### src/rtl/z80_pad_pkg.sv
// Shared types and constants for the z80 pad control stage.
package z80_pad_pkg;

    localparam int CTRL_W = 8;
    localparam int ADDR_W = 16;
    localparam int DATA_W = 8;
    localparam int CNT_W  = 4;

    // /MREQ, /IORQ, /RD, /WR occupy io[6:3] and are the only control pins that float.
    localparam logic [CTRL_W-1:0] FLOAT_CTRL_MASK = 8'h78;

    typedef enum logic [1:0] {
        ST_RST,
        ST_RUN,
        ST_FLOAT,
        ST_RECLAIM
    } pad_state_e;

endpackage

### src/rtl/z80_pad_if.sv
// Bus-direction signals between the pad control stage and the core/pad ring.
interface z80_pad_if;
    import z80_pad_pkg::*;

    logic              core_busak_n;
    logic              core_doe;
    logic [CTRL_W-1:0] io_oeb_ctrl;
    logic [ADDR_W-1:0] io_oeb_addr;
    logic [DATA_W-1:0] io_oeb_data;
    logic              bus_floating;

    modport master (
        input  core_busak_n,
        input  core_doe,
        output io_oeb_ctrl,
        output io_oeb_addr,
        output io_oeb_data,
        output bus_floating
    );

    modport slave (
        output core_busak_n,
        output core_doe,
        input  io_oeb_ctrl,
        input  io_oeb_addr,
        input  io_oeb_data,
        input  bus_floating
    );

endinterface

### src/rtl/z80_sync_chain.sv
// Single-bit flop-chain synchroniser with a configurable depth and reset value.
module z80_sync_chain
    import z80_pad_pkg::*;
#(
    parameter int   STAGES    = 2,
    parameter logic RESET_VAL = 1'b1
) (
    input  logic clk_i,
    input  logic rst_ni,
    input  logic d_i,
    output logic q_o
);

    logic [STAGES-1:0] chain_q;

    always_ff @(posedge clk_i) begin
        if (!rst_ni) begin
            chain_q <= {STAGES{RESET_VAL}};
        end else begin
            chain_q <= {chain_q[STAGES-2:0], d_i};
        end
    end

    assign q_o = chain_q[STAGES-1];

endmodule

### src/rtl/z80_pad_ctrl.sv
// Pad-side control for the z80 core: input synchronisers, reset stretch and pad output-enables.
// Floating the bus on /BUSAK is built only when Z80_PAD_BUS_FLOAT_EN is defined.
module z80_pad_ctrl
    import z80_pad_pkg::*;
#(
    parameter int SYNC_STAGES = 2,
    parameter int RST_HOLD    = 3,
    parameter int TURNAROUND  = 0
) (
    input  logic      wb_clk_i,
    input  logic      rst_n,
    input  logic      pad_wait_n,
    input  logic      pad_int_n,
    input  logic      pad_nmi_n,
    input  logic      pad_busrq_n,
    output logic      core_wait_n,
    output logic      core_int_n,
    output logic      core_nmi_n,
    output logic      core_busrq_n,
    output logic      core_reset_n,
    z80_pad_if.master bus
);

    localparam logic [CNT_W-1:0] RST_HOLD_C = CNT_W'(RST_HOLD);

    pad_state_e       state_q, state_d;
    logic [CNT_W-1:0] cnt_q, cnt_d;
    logic             resetN_q;

    z80_sync_chain #(.STAGES(SYNC_STAGES), .RESET_VAL(1'b1)) u_sync_wait (
        .clk_i (wb_clk_i),
        .rst_ni(rst_n),
        .d_i   (pad_wait_n),
        .q_o   (core_wait_n)
    );

    z80_sync_chain #(.STAGES(SYNC_STAGES), .RESET_VAL(1'b1)) u_sync_int (
        .clk_i (wb_clk_i),
        .rst_ni(rst_n),
        .d_i   (pad_int_n),
        .q_o   (core_int_n)
    );

    z80_sync_chain #(.STAGES(SYNC_STAGES), .RESET_VAL(1'b1)) u_sync_nmi (
        .clk_i (wb_clk_i),
        .rst_ni(rst_n),
        .d_i   (pad_nmi_n),
        .q_o   (core_nmi_n)
    );

    z80_sync_chain #(.STAGES(SYNC_STAGES), .RESET_VAL(1'b1)) u_sync_busrq (
        .clk_i (wb_clk_i),
        .rst_ni(rst_n),
        .d_i   (pad_busrq_n),
        .q_o   (core_busrq_n)
    );

`ifdef Z80_PAD_BUS_FLOAT_EN
    localparam logic [CNT_W-1:0] TA_C = CNT_W'(TURNAROUND);
`endif

    // The counter is shared: reset stretch in RST, bus turnaround in RECLAIM.
    always_comb begin
        state_d = state_q;
        cnt_d   = cnt_q;
        case (state_q)
            ST_RST: begin
                if (cnt_q == '0) begin
                    state_d = ST_RUN;
                end else begin
                    cnt_d = cnt_q - CNT_W'(1);
                end
            end
`ifdef Z80_PAD_BUS_FLOAT_EN
            ST_RUN: begin
                if (!bus.core_busak_n) begin
                    state_d = ST_FLOAT;
                end
            end
            ST_FLOAT: begin
                if (bus.core_busak_n) begin
                    if (TURNAROUND == 0) begin
                        state_d = ST_RUN;
                    end else begin
                        state_d = ST_RECLAIM;
                        cnt_d   = TA_C;
                    end
                end
            end
            ST_RECLAIM: begin
                if (!bus.core_busak_n) begin
                    state_d = ST_FLOAT;
                end else if (cnt_q <= CNT_W'(1)) begin
                    state_d = ST_RUN;
                    cnt_d   = '0;
                end else begin
                    cnt_d = cnt_q - CNT_W'(1);
                end
            end
`else
            ST_RUN: state_d = ST_RUN;
`endif
            default: state_d = ST_RST;
        endcase
    end

    always_ff @(posedge wb_clk_i) begin
        if (!rst_n) begin
            state_q  <= ST_RST;
            cnt_q    <= RST_HOLD_C;
            resetN_q <= 1'b0;
        end else begin
            state_q  <= state_d;
            cnt_q    <= cnt_d;
            resetN_q <= (state_d != ST_RST);
        end
    end

    assign core_reset_n = resetN_q;

`ifdef Z80_PAD_BUS_FLOAT_EN
    logic busFloating_q;

    always_ff @(posedge wb_clk_i) begin
        if (!rst_n) begin
            busFloating_q <= 1'b1;
        end else begin
            busFloating_q <= (state_d != ST_RUN);
        end
    end

    assign bus.bus_floating = busFloating_q;
    assign bus.io_oeb_addr  = {ADDR_W{busFloating_q}};
    assign bus.io_oeb_ctrl  = FLOAT_CTRL_MASK & {CTRL_W{busFloating_q}};
    assign bus.io_oeb_data  = {DATA_W{~(bus.core_doe & ~busFloating_q)}};
`else
    // Without bus float, /BUSAK and the turnaround setting have no effect.
    logic unusedBits;
    assign unusedBits = ^{bus.core_busak_n, CNT_W'(TURNAROUND), FLOAT_CTRL_MASK};

    assign bus.bus_floating = 1'b0;
    assign bus.io_oeb_addr  = '0;
    assign bus.io_oeb_ctrl  = '0;
    assign bus.io_oeb_data  = {DATA_W{~bus.core_doe}};
`endif

endmodule

### src/flat_wrapper.sv
// flat-port wrapper written by rule: the top's interface ports become plain ports
module z80_pad_ctrl_flat import z80_pad_pkg::*;
#(
    parameter int SYNC_STAGES = 2,
    parameter int RST_HOLD    = 3,
    parameter int TURNAROUND  = 0
)
  (wb_clk_i, rst_n, pad_wait_n, pad_int_n, pad_nmi_n, pad_busrq_n, core_wait_n, core_int_n, core_nmi_n, core_busrq_n, core_reset_n, bus_core_busak_n, bus_core_doe, bus_io_oeb_ctrl, bus_io_oeb_addr, bus_io_oeb_data, bus_bus_floating);
  z80_pad_if bus_i ();
  input  logic wb_clk_i;
  input  logic rst_n;
  input  logic pad_wait_n;
  input  logic pad_int_n;
  input  logic pad_nmi_n;
  input  logic pad_busrq_n;
  output logic core_wait_n;
  output logic core_int_n;
  output logic core_nmi_n;
  output logic core_busrq_n;
  output logic core_reset_n;
  input wire logic [$bits(bus_i.core_busak_n)-1:0] bus_core_busak_n;
  input wire logic [$bits(bus_i.core_doe)-1:0] bus_core_doe;
  output wire logic [$bits(bus_i.io_oeb_ctrl)-1:0] bus_io_oeb_ctrl;
  output wire logic [$bits(bus_i.io_oeb_addr)-1:0] bus_io_oeb_addr;
  output wire logic [$bits(bus_i.io_oeb_data)-1:0] bus_io_oeb_data;
  output wire logic [$bits(bus_i.bus_floating)-1:0] bus_bus_floating;
  assign bus_i.core_busak_n = bus_core_busak_n;
  assign bus_i.core_doe = bus_core_doe;
  assign bus_io_oeb_ctrl = bus_i.io_oeb_ctrl;
  assign bus_io_oeb_addr = bus_i.io_oeb_addr;
  assign bus_io_oeb_data = bus_i.io_oeb_data;
  assign bus_bus_floating = bus_i.bus_floating;
  z80_pad_ctrl #(.SYNC_STAGES(SYNC_STAGES), .RST_HOLD(RST_HOLD), .TURNAROUND(TURNAROUND)) u_core (.wb_clk_i(wb_clk_i), .rst_n(rst_n), .pad_wait_n(pad_wait_n), .pad_int_n(pad_int_n), .pad_nmi_n(pad_nmi_n), .pad_busrq_n(pad_busrq_n), .core_wait_n(core_wait_n), .core_int_n(core_int_n), .core_nmi_n(core_nmi_n), .core_busrq_n(core_busrq_n), .core_reset_n(core_reset_n), .bus(bus_i));
endmodule
### config.mk
export PLATFORM = sky130hd
export DESIGN_NAME = z80_pad_ctrl_flat
export DESIGN_NICKNAME = d
export VERILOG_FILES = /design/src/rtl/z80_pad_pkg.sv /design/src/rtl/z80_pad_if.sv /design/src/rtl/z80_sync_chain.sv /design/src/rtl/z80_pad_ctrl.sv /design/src/flat_wrapper.sv
export SDC_FILE = /design/constraint.sdc
export NUM_CORES = 1
export LEC_CHECK = 0
export CAP_MARGIN = 25
export CORE_MARGIN = 3
export CORE_UTILIZATION = 34
export DETAILED_ROUTE_END_ITERATION = 8
export HOLD_SLACK_MARGIN = 0.05
export PLACE_DENSITY = 0.79
export SLEW_MARGIN = 20
export SYNTH_ARGS = -nofsm -noshare
export SYNTH_HDL_FRONTEND = slang
export SYNTH_SLANG_ARGS = --single-unit
### constraint.sdc
create_clock -name wb_clk_i -period 2.9 [get_ports wb_clk_i]
set_clock_uncertainty 0.05 [all_clocks]
set_input_delay 0.435 -clock wb_clk_i [delete_from_list [all_inputs] [get_ports wb_clk_i]]
set_output_delay 0.435 -clock wb_clk_i [all_outputs]
set_load 0.03 [all_outputs]
### Word-level counts from Yosys, hierarchy flattened

Cells that the tools add are included.

| cells by class | value |
|---|---|
| add/sub/neg operators | 1 |
| equal/unequal tests | 1 |
| multiplexer cells | 2 |
| bitwise operators | 2 |
| reduce and logical (&&, ||, !) cells | 4 |

Operators by type and width:

| kind | number |
|---|---|
| $logic_not A4 Y1 | 1 |
| $pmux W2 S2 | 1 |
| $sub A4 B1 Y4 const B | 1 |
| $eq A2 B1 Y1 const B | 1 |
| $logic_not A2 Y1 | 1 |
| $mux W2 | 1 |
| $not A1 Y1 | 2 |
| $reduce_and A2 Y1 | 1 |
| $reduce_bool A2 Y1 | 1 |

| word-level totals | value |
|---|---|
| bits in registers | 15 |
| output and inout port bits | 38 |

### Longest topological paths before layout

Gate-level depths: netlist (run 1).

| logic depth | value |
|---|---|
| word-level depth | 4 |
| depth in mapped cells | 5 |

### Modules after synthesis

Synthesis (run 1) repeated with hierarchy kept, for this count alone.

| unflattened totals | value |
|---|---|
| cell total of the unflattened synthesis | 80 |
| area, all modules | 753.2 µm² |

By module, submodules not included:

| module | instances | cells an instance | area an instance (µm²) |
|---|---|---|---|
| z80_pad_ctrl | 1 | 64 | 543.0 |
| z80_sync_chain | 4 | 4 | 52.6 |

### Worst setup path after synthesis (run 1)

Ideal clock, no wire load.

| path | value |
|---|---|
| path type | in2out |
| start | in bus_core_doe |
| end | out bus_io_oeb_data[1] |
| arrival | 0.955 ns |
| slack | 1.460 ns |
| stages | 2 |
| buffers on the path | 1 |
| path through | inv_1 > buf_4 |

| on the way | value |
|---|---|
| cells in the longest elaborated chain, start to end | 1 |

Ends and longest elaborated chain:

| item | RTL line | RTL |
|---|---|---|
| start, declared | flat_wrapper.sv:22 | `input wire logic [$bits(bus_i.core_doe)-1:0] bus_core_doe;` |
| $not A1 Y1 | z80_pad_ctrl.sv:144 | `assign bus.io_oeb_data = {DATA_W{~bus.core_doe}};` |
| end, declared | flat_wrapper.sv:25 | `output wire logic [$bits(bus_i.io_oeb_data)-1:0] bus_io_oeb_data;` |

No other way between the ends.

### Worst setup path in the final report (run 1)

| path | value |
|---|---|
| start | in bus_core_doe |
| end | out bus_io_oeb_data[4] |

Same word-level chain as after synthesis.

==> flow_summary.toml, run 1 <==
[floorplanning]
initial_utilization = 0.371
die_w_um = 53.2
num_rows = 16
pin_count = 46
die-area_mm2 = 0.00283
fp.dieH_um = 53.2
core_mm2 = 0.00204

[timing]
finalSetupViolations = 0
max_freq_ghz = 0.458
setup_tns_ns = 0
post-route-period-util = 0.752
worst_pin_slew_ns = 0.537
period_needed_ns = 2.18
rsz0062_at_grt = "no"
finalHoldViolations = 0
fin_ws_ns = 0.718
whs_ns = 0.362
relSlewSlack = 0.641
drv_slew = 0

[clock_tree]
clockBufferDepth = 2
cts_root_buf = "clkbuf_4"
clk_latency_ns = 0.29
cts_resized = 0
cts_made_buffers = 3
ctsHoldBuffers = 0
cts.sinks = 15
clkTransAtPathRegs_ns = 0.09
post-cts-setup-buffers = 0
cts_max_level = 1
cts_tree = "built"

[drt]
antenna_left = 0
viasPerCell = 3.76
firstDrtPassIters = 4
drt_wl_total_um = 1000
num_vias = 463
wl_per_cell_um = 8.15
drc = 0
drt_iter0_markers = 6

[worst_setup_path]
cp-start-kind = "input pin"
rr_endpoint = "u_core.cnt_q[1]"
crit_family = "buffers and inverters"
worst-path-buf-inv = 3
cp_max_fo = 8
r2r_slack_ns = 1.41
crit_chain = "clkdlybuf4s50_1, inv_1, clkdlybuf4s50_1"
slowest_stage = "clkdlybuf4s50_1"
worstPathRequired_ns = 2.41
r2r_cells = 5
endpoint_kind = "primary output"
crit_path_max_incr_delay_ns = 0.71
crit_arrival_ns = 1.70
r2r-start = "u_core.cnt_q[0]"
cp_common_cell = "clkdlybuf4s50_1"
path_class = "input pin to primary output"

[global_route]
overflow = 0
antenna_found_initial = 0
grt_pass1_vias = 388
grtUsageTotal = 0.0771
grt_first_pass_wirelength_um = 1520
grt_max_degree = 18

[logic_synthesis]
ys_types = 19
synth_common_cells = "32 x buf_4, 15 x dfxtp_1, 8 x nand2b_1"
synth_warnings = 0
avgSynthCellArea_um2 = 9.36
synth_area_um2 = 758
synth_area_leaders = "dfxtp_1 40%, buf_4 32%, nand2b_1 6.6%"
ys_seq_elements = 15
synth.top_cell.area_share = 0.396
ys.flop_type = "dfxtp_1"
synthArstFlopShare = 0
yosysMostFrequentCell = "buf_4"
yosysTopAreaCell = "dfxtp_1"
syn_inst = 81
ys_seq_area_frac = 0.396
synth-edff-count = 0

[worst_hold_path]
hold_start = "u_core.u_sync_wait.chain_q[0]"
whs_endpoint = "u_core.u_sync_wait.chain_q[1]"
hold_class = "register to register"
hold_depth = 1

[finish]
instances_no_fill = 123
areaGrowthSynthToFinish_pct = 13.5
drive_gt1_frac = 0.0625
layout.nets = 106
antennaDiodeCount = 0
finish.utilization = 0.422
fin_area_um2 = 861

[placed_design]
gp_congestion = 0.645
dp_cells = 119
port_buffers = 19
dp_slack_ns = 0.704
dp_hpwl_um = 806
placed_area_um2 = 831

[pwr]
ir_drop_mv = 0.314
p_per_area_mw_per_mm2 = 517
leakagePower_nw = 0.395
finalPower_mw = 0.445

[run]
max_cap_violations = 0

[status]
outcome = "finished, final reports clean"
==> worst reg2reg max path: stages, from the launching register on <==
cell and delay [ns]:
dfxtp_1 0.36, inv_1 0.06, ha_1 0.23, nor3b_2 0.18, nor3_2 0.16, mux2_1 0.34
==> flip-flops by register name (all words and copies together) (netlist names) <==
register                     count
u_core.u_sync_nmi.chain_q        2
u_core.cnt_q                     4
u_core.core_reset_n              1
u_core.u_sync_busrq.chain_q      2
u_core.u_sync_wait.chain_q       2
u_core.state_q                   2
u_core.u_sync_int.chain_q        2
==> layout by cell type (no fill, tap or decap), drive strengths merged <==
| master | netlist | final |
|---|---|---|
| nor3 | 2 | 2 |
| mux2 | 2 | 2 |
| nand2b | 8 | 8 |
| clkdlybuf4s50 | 0 | 19 |
| clkinvlp | 0 | 1 |
| dfxtp | 15 | 15 |
| nand2 | 5 | 5 |
| a41o | 1 | 1 |
| inv | 3 | 3 |
| ha | 1 | 1 |
| conb | 1 | 26 |
| clkbuf | 0 | 3 |
| a21oi | 1 | 1 |
| o21a | 1 | 1 |
| nor3b | 3 | 3 |
| nor2 | 3 | 3 |
| a21boi | 1 | 1 |
| and4b | 1 | 1 |
==> power by group <==
group	internal [mW]	switching [mW]	total [mW]
clock network	0.0524	0.0684	0.121
registers	0.215	0.00436	0.220
logic	0.0294	0.0749	0.104
total	0.297	0.148	0.445
==> how the worst max path moves through the flow <==
| stage | startpoint | to | slack (ns) | depth (start not counted) |
|---|---|---|---|---|
| after global routing | bus_core_doe | bus_io_oeb_data[5] | 0.66 | 3 |
| after CTS | bus_core_doe | bus_io_oeb_data[4] | 0.71 | 3 |
| after global placement | bus_core_doe | bus_io_oeb_data[3] | 0.73 | 3 |
| final | bus_core_doe | bus_io_oeb_data[4] | 0.72 | 3 |
| after detailed placement | bus_core_doe | bus_io_oeb_data[4] | 0.70 | 3 |
| after floorplan | bus_core_doe | bus_io_oeb_data[1] | 1.46 | 2 |
==> cell families (layout without fill, tap and decap cells) <==
kind of cell               Yosys count  count (layout)  share of synthesized area
other                                1              26                    0.00495
DFF                                 15              15                      0.396
AOI/OAI and AO/OA                    4               4                     0.0396
buffers and inverters               36              26                      0.338
adders and majority gates            1               1                     0.0165
and+or+nand+nor                     22              22                      0.175
muxes                                2               2                     0.0297
==> final cells by class <==
| cell class | instances | area (um2) |
|---|---|---|
| Fill cell | 202 | 1180 |
| Sequential cell | 15 | 300 |
| Multi-Input combinational cell | 55 | 295 |
| Timing Repair Buffer | 19 | 190 |
| Tap cell | 27 | 33.8 |
| Clock buffer | 3 | 22.5 |
| Inverter | 3 | 11.3 |
| Clock inverter | 1 | 7.51 |
==> layer usage <==
metal	GRT usage	wire [um]	up-vias
met5	0	0	-
met4	0.0383	8	0
met3	0.0563	191	2
met2	0.143	484	38
met1	0.0560	318	198
li1	-	-	225
Power figures use the tool's default switching activity.
==> run 2: changes to the inputs <==
Settings changed: CORE_UTILIZATION 34 to 32, PLACE_DENSITY 0.79 to 0.78.
Clock period 2.9 ns to 1.9 ns, I/O delays scaled along.
==> run 2 against run 1 <==
  * Cell count grew 0.81%
  * Non-clock buffer count grew 1
  * Sequential power grew 52%
  * Sequential share of layout area shrank 0.94 points
  * Combinational power grew 53%
  * Worst setup slack lost 0.42 ns
  * Largest cell class unchanged
  * Wire length grew 5.6%
  * Power grew 50%
  * Largest power group unchanged
  * First-iteration DRC count shrank 50%
==> flow_summary.toml, run 2 (synthesized netlist as in run 1, its figures left out) <==
[status]
outcome = "finished, final reports clean"

[clock_tree]
cts_max_level = 1
clk_latency_ns = 0.27
cts_made_buffers = 3
cts_root_buf = "clkbuf_4"
clockBufferDepth = 2
cts.sinks = 15
post-cts-setup-buffers = 0
cts_tree = "built"
ctsHoldBuffers = 0
clkTransAtPathRegs_ns = 0.08

[finish]
areaGrowthSynthToFinish_pct = 16.7
finish.utilization = 0.421
largest_reg_flops = 4
antennaDiodeCount = 0
drive_gt1_frac = 0.0619
largest_register = "u_core.cnt_q"
final_cell_mix = "26 x conb_1, 15 x dfxtp_1, 11 x clkdlybuf4s50_1, 8 x nand2b_1, 8 x dlymetal6s2s_1"
layout.nets = 107
layout_commonest_cell = "conb_1"
fin_area_um2 = 885

[timing]
setup_tns_ns = 0
rsz0062_at_grt = "no"
period_needed_ns = 1.61
max_freq_ghz = 0.622
finalHoldViolations = 0
post-route-period-util = 0.846
drv_slew = 0
finalSetupViolations = 0
whs_ns = 0.367

[global_route]
overflow = 0
grt_first_pass_wirelength_um = 1740
grt_pass1_vias = 430
grtUsageTotal = 0.0811
antenna_found_initial = 0
grt_max_degree = 10

[floorplanning]
die_w_um = 54.7
core_mm2 = 0.00210
num_rows = 16
die-area_mm2 = 0.00299
fp.dieH_um = 54.7
initial_utilization = 0.361
pin_count = 46

[worst_setup_path]
cp-start-kind = "register"
worstPathRequired_ns = 1.56
crit_arrival_ns = 1.27
endpoint_kind = "primary output"
cp_max_fo = 1
path_class = "register to primary output"
crit_family = "buffers and inverters"
crit_chain = "clkdlybuf4s50_1"
r2r_slack_ns = 0.42
crit_path_max_incr_delay_ns = 0.68
slowest_stage = "clkdlybuf4s50_1"
worst-path-buf-inv = 1

[drt]
drt_iter0_markers = 3
wl_per_cell_um = 8.54
firstDrtPassIters = 4
drt_wl_total_um = 1060
drc = 0
viasPerCell = 3.81
antenna_left = 0
num_vias = 473

[pwr]
finalPower_mw = 0.667
ir_drop_mv = 0.455
leakagePower_nw = 0.474
p_per_area_mw_per_mm2 = 754

[worst_hold_path]
hold_class = "register to register"

[run]
max_cap_violations = 0

[placed_design]
port_buffers = 19
placed_area_um2 = 838
gp_congestion = 0.607
## run 2: changes by cell type in the layout (fill, tap and decap cells not counted)
| cell | previous run | this run |
|---|---|---|
| buf_4 | 0 | 1 |
| clkbuf_1 | 0 | 1 |
| clkdlybuf4s50_1 | 19 | 11 |
| clkinvlp_4 | 1 | 0 |
| dlymetal6s2s_1 | 0 | 8 |
## run 2: timing repair
action | in CTS | in global routing
endpoints found under the hold margin | 0 | 0
gates resized for setup | 0 | 8
setup endpoints to repair | 0 | 8
## run 2: cell type report
| cell class | count | area, um2 |
|---|---|---|
| Fill cell | 205 | 1220 |
| Sequential cell | 15 | 300 |
| Multi-Input combinational cell | 55 | 295 |
| Timing Repair Buffer | 20 | 218 |
| Tap cell | 27 | 33.8 |
| Clock buffer | 4 | 26.3 |
| Inverter | 3 | 11.3 |
## run 2: path summary, 6_finish.rpt
path	from	end	cells past startpoint
setup / recovery	u_core.core_reset_n	core_reset_n	1
hold / removal	u_core.u_sync_busrq.chain_q[0]	u_core.u_sync_busrq.chain_q[1]	1
hold reg to reg	u_core.u_sync_busrq.chain_q[0]	u_core.u_sync_busrq.chain_q[1]	1
setup reg to reg	u_core.cnt_q[0]	u_core.cnt_q[1]	5
## run 2: power by group
part / switching (mW) / internal [mW] / total, mW
combinational: 0.115 / 0.0447 / 0.159
sequential: 0.00664 / 0.329 / 0.335
clock: 0.0912 / 0.0812 / 0.172
## run 2: per-layer routing
| metal | wire length, um | up-vias | global-route usage |
|---|---|---|---|
| met5 | 0 | - | 0 |
| li1 | - | 227 | - |
| met3 | 190 | 0 | 0.0300 |
| met4 | 0 | 0 | 0.0498 |
| met1 | 395 | 207 | 0.0801 |
| met2 | 473 | 39 | 0.142 |
## run 2: per-stage QoR
stage / worst slack [ns] / cells
after floorplan: 0.516 / 106
after global placement: 0.0346 / 120
after detailed placement: 0.00561 / 120
after CTS: 0.00570 / 124
after global routing: 0.231 / 124
final: 0.293 / 124
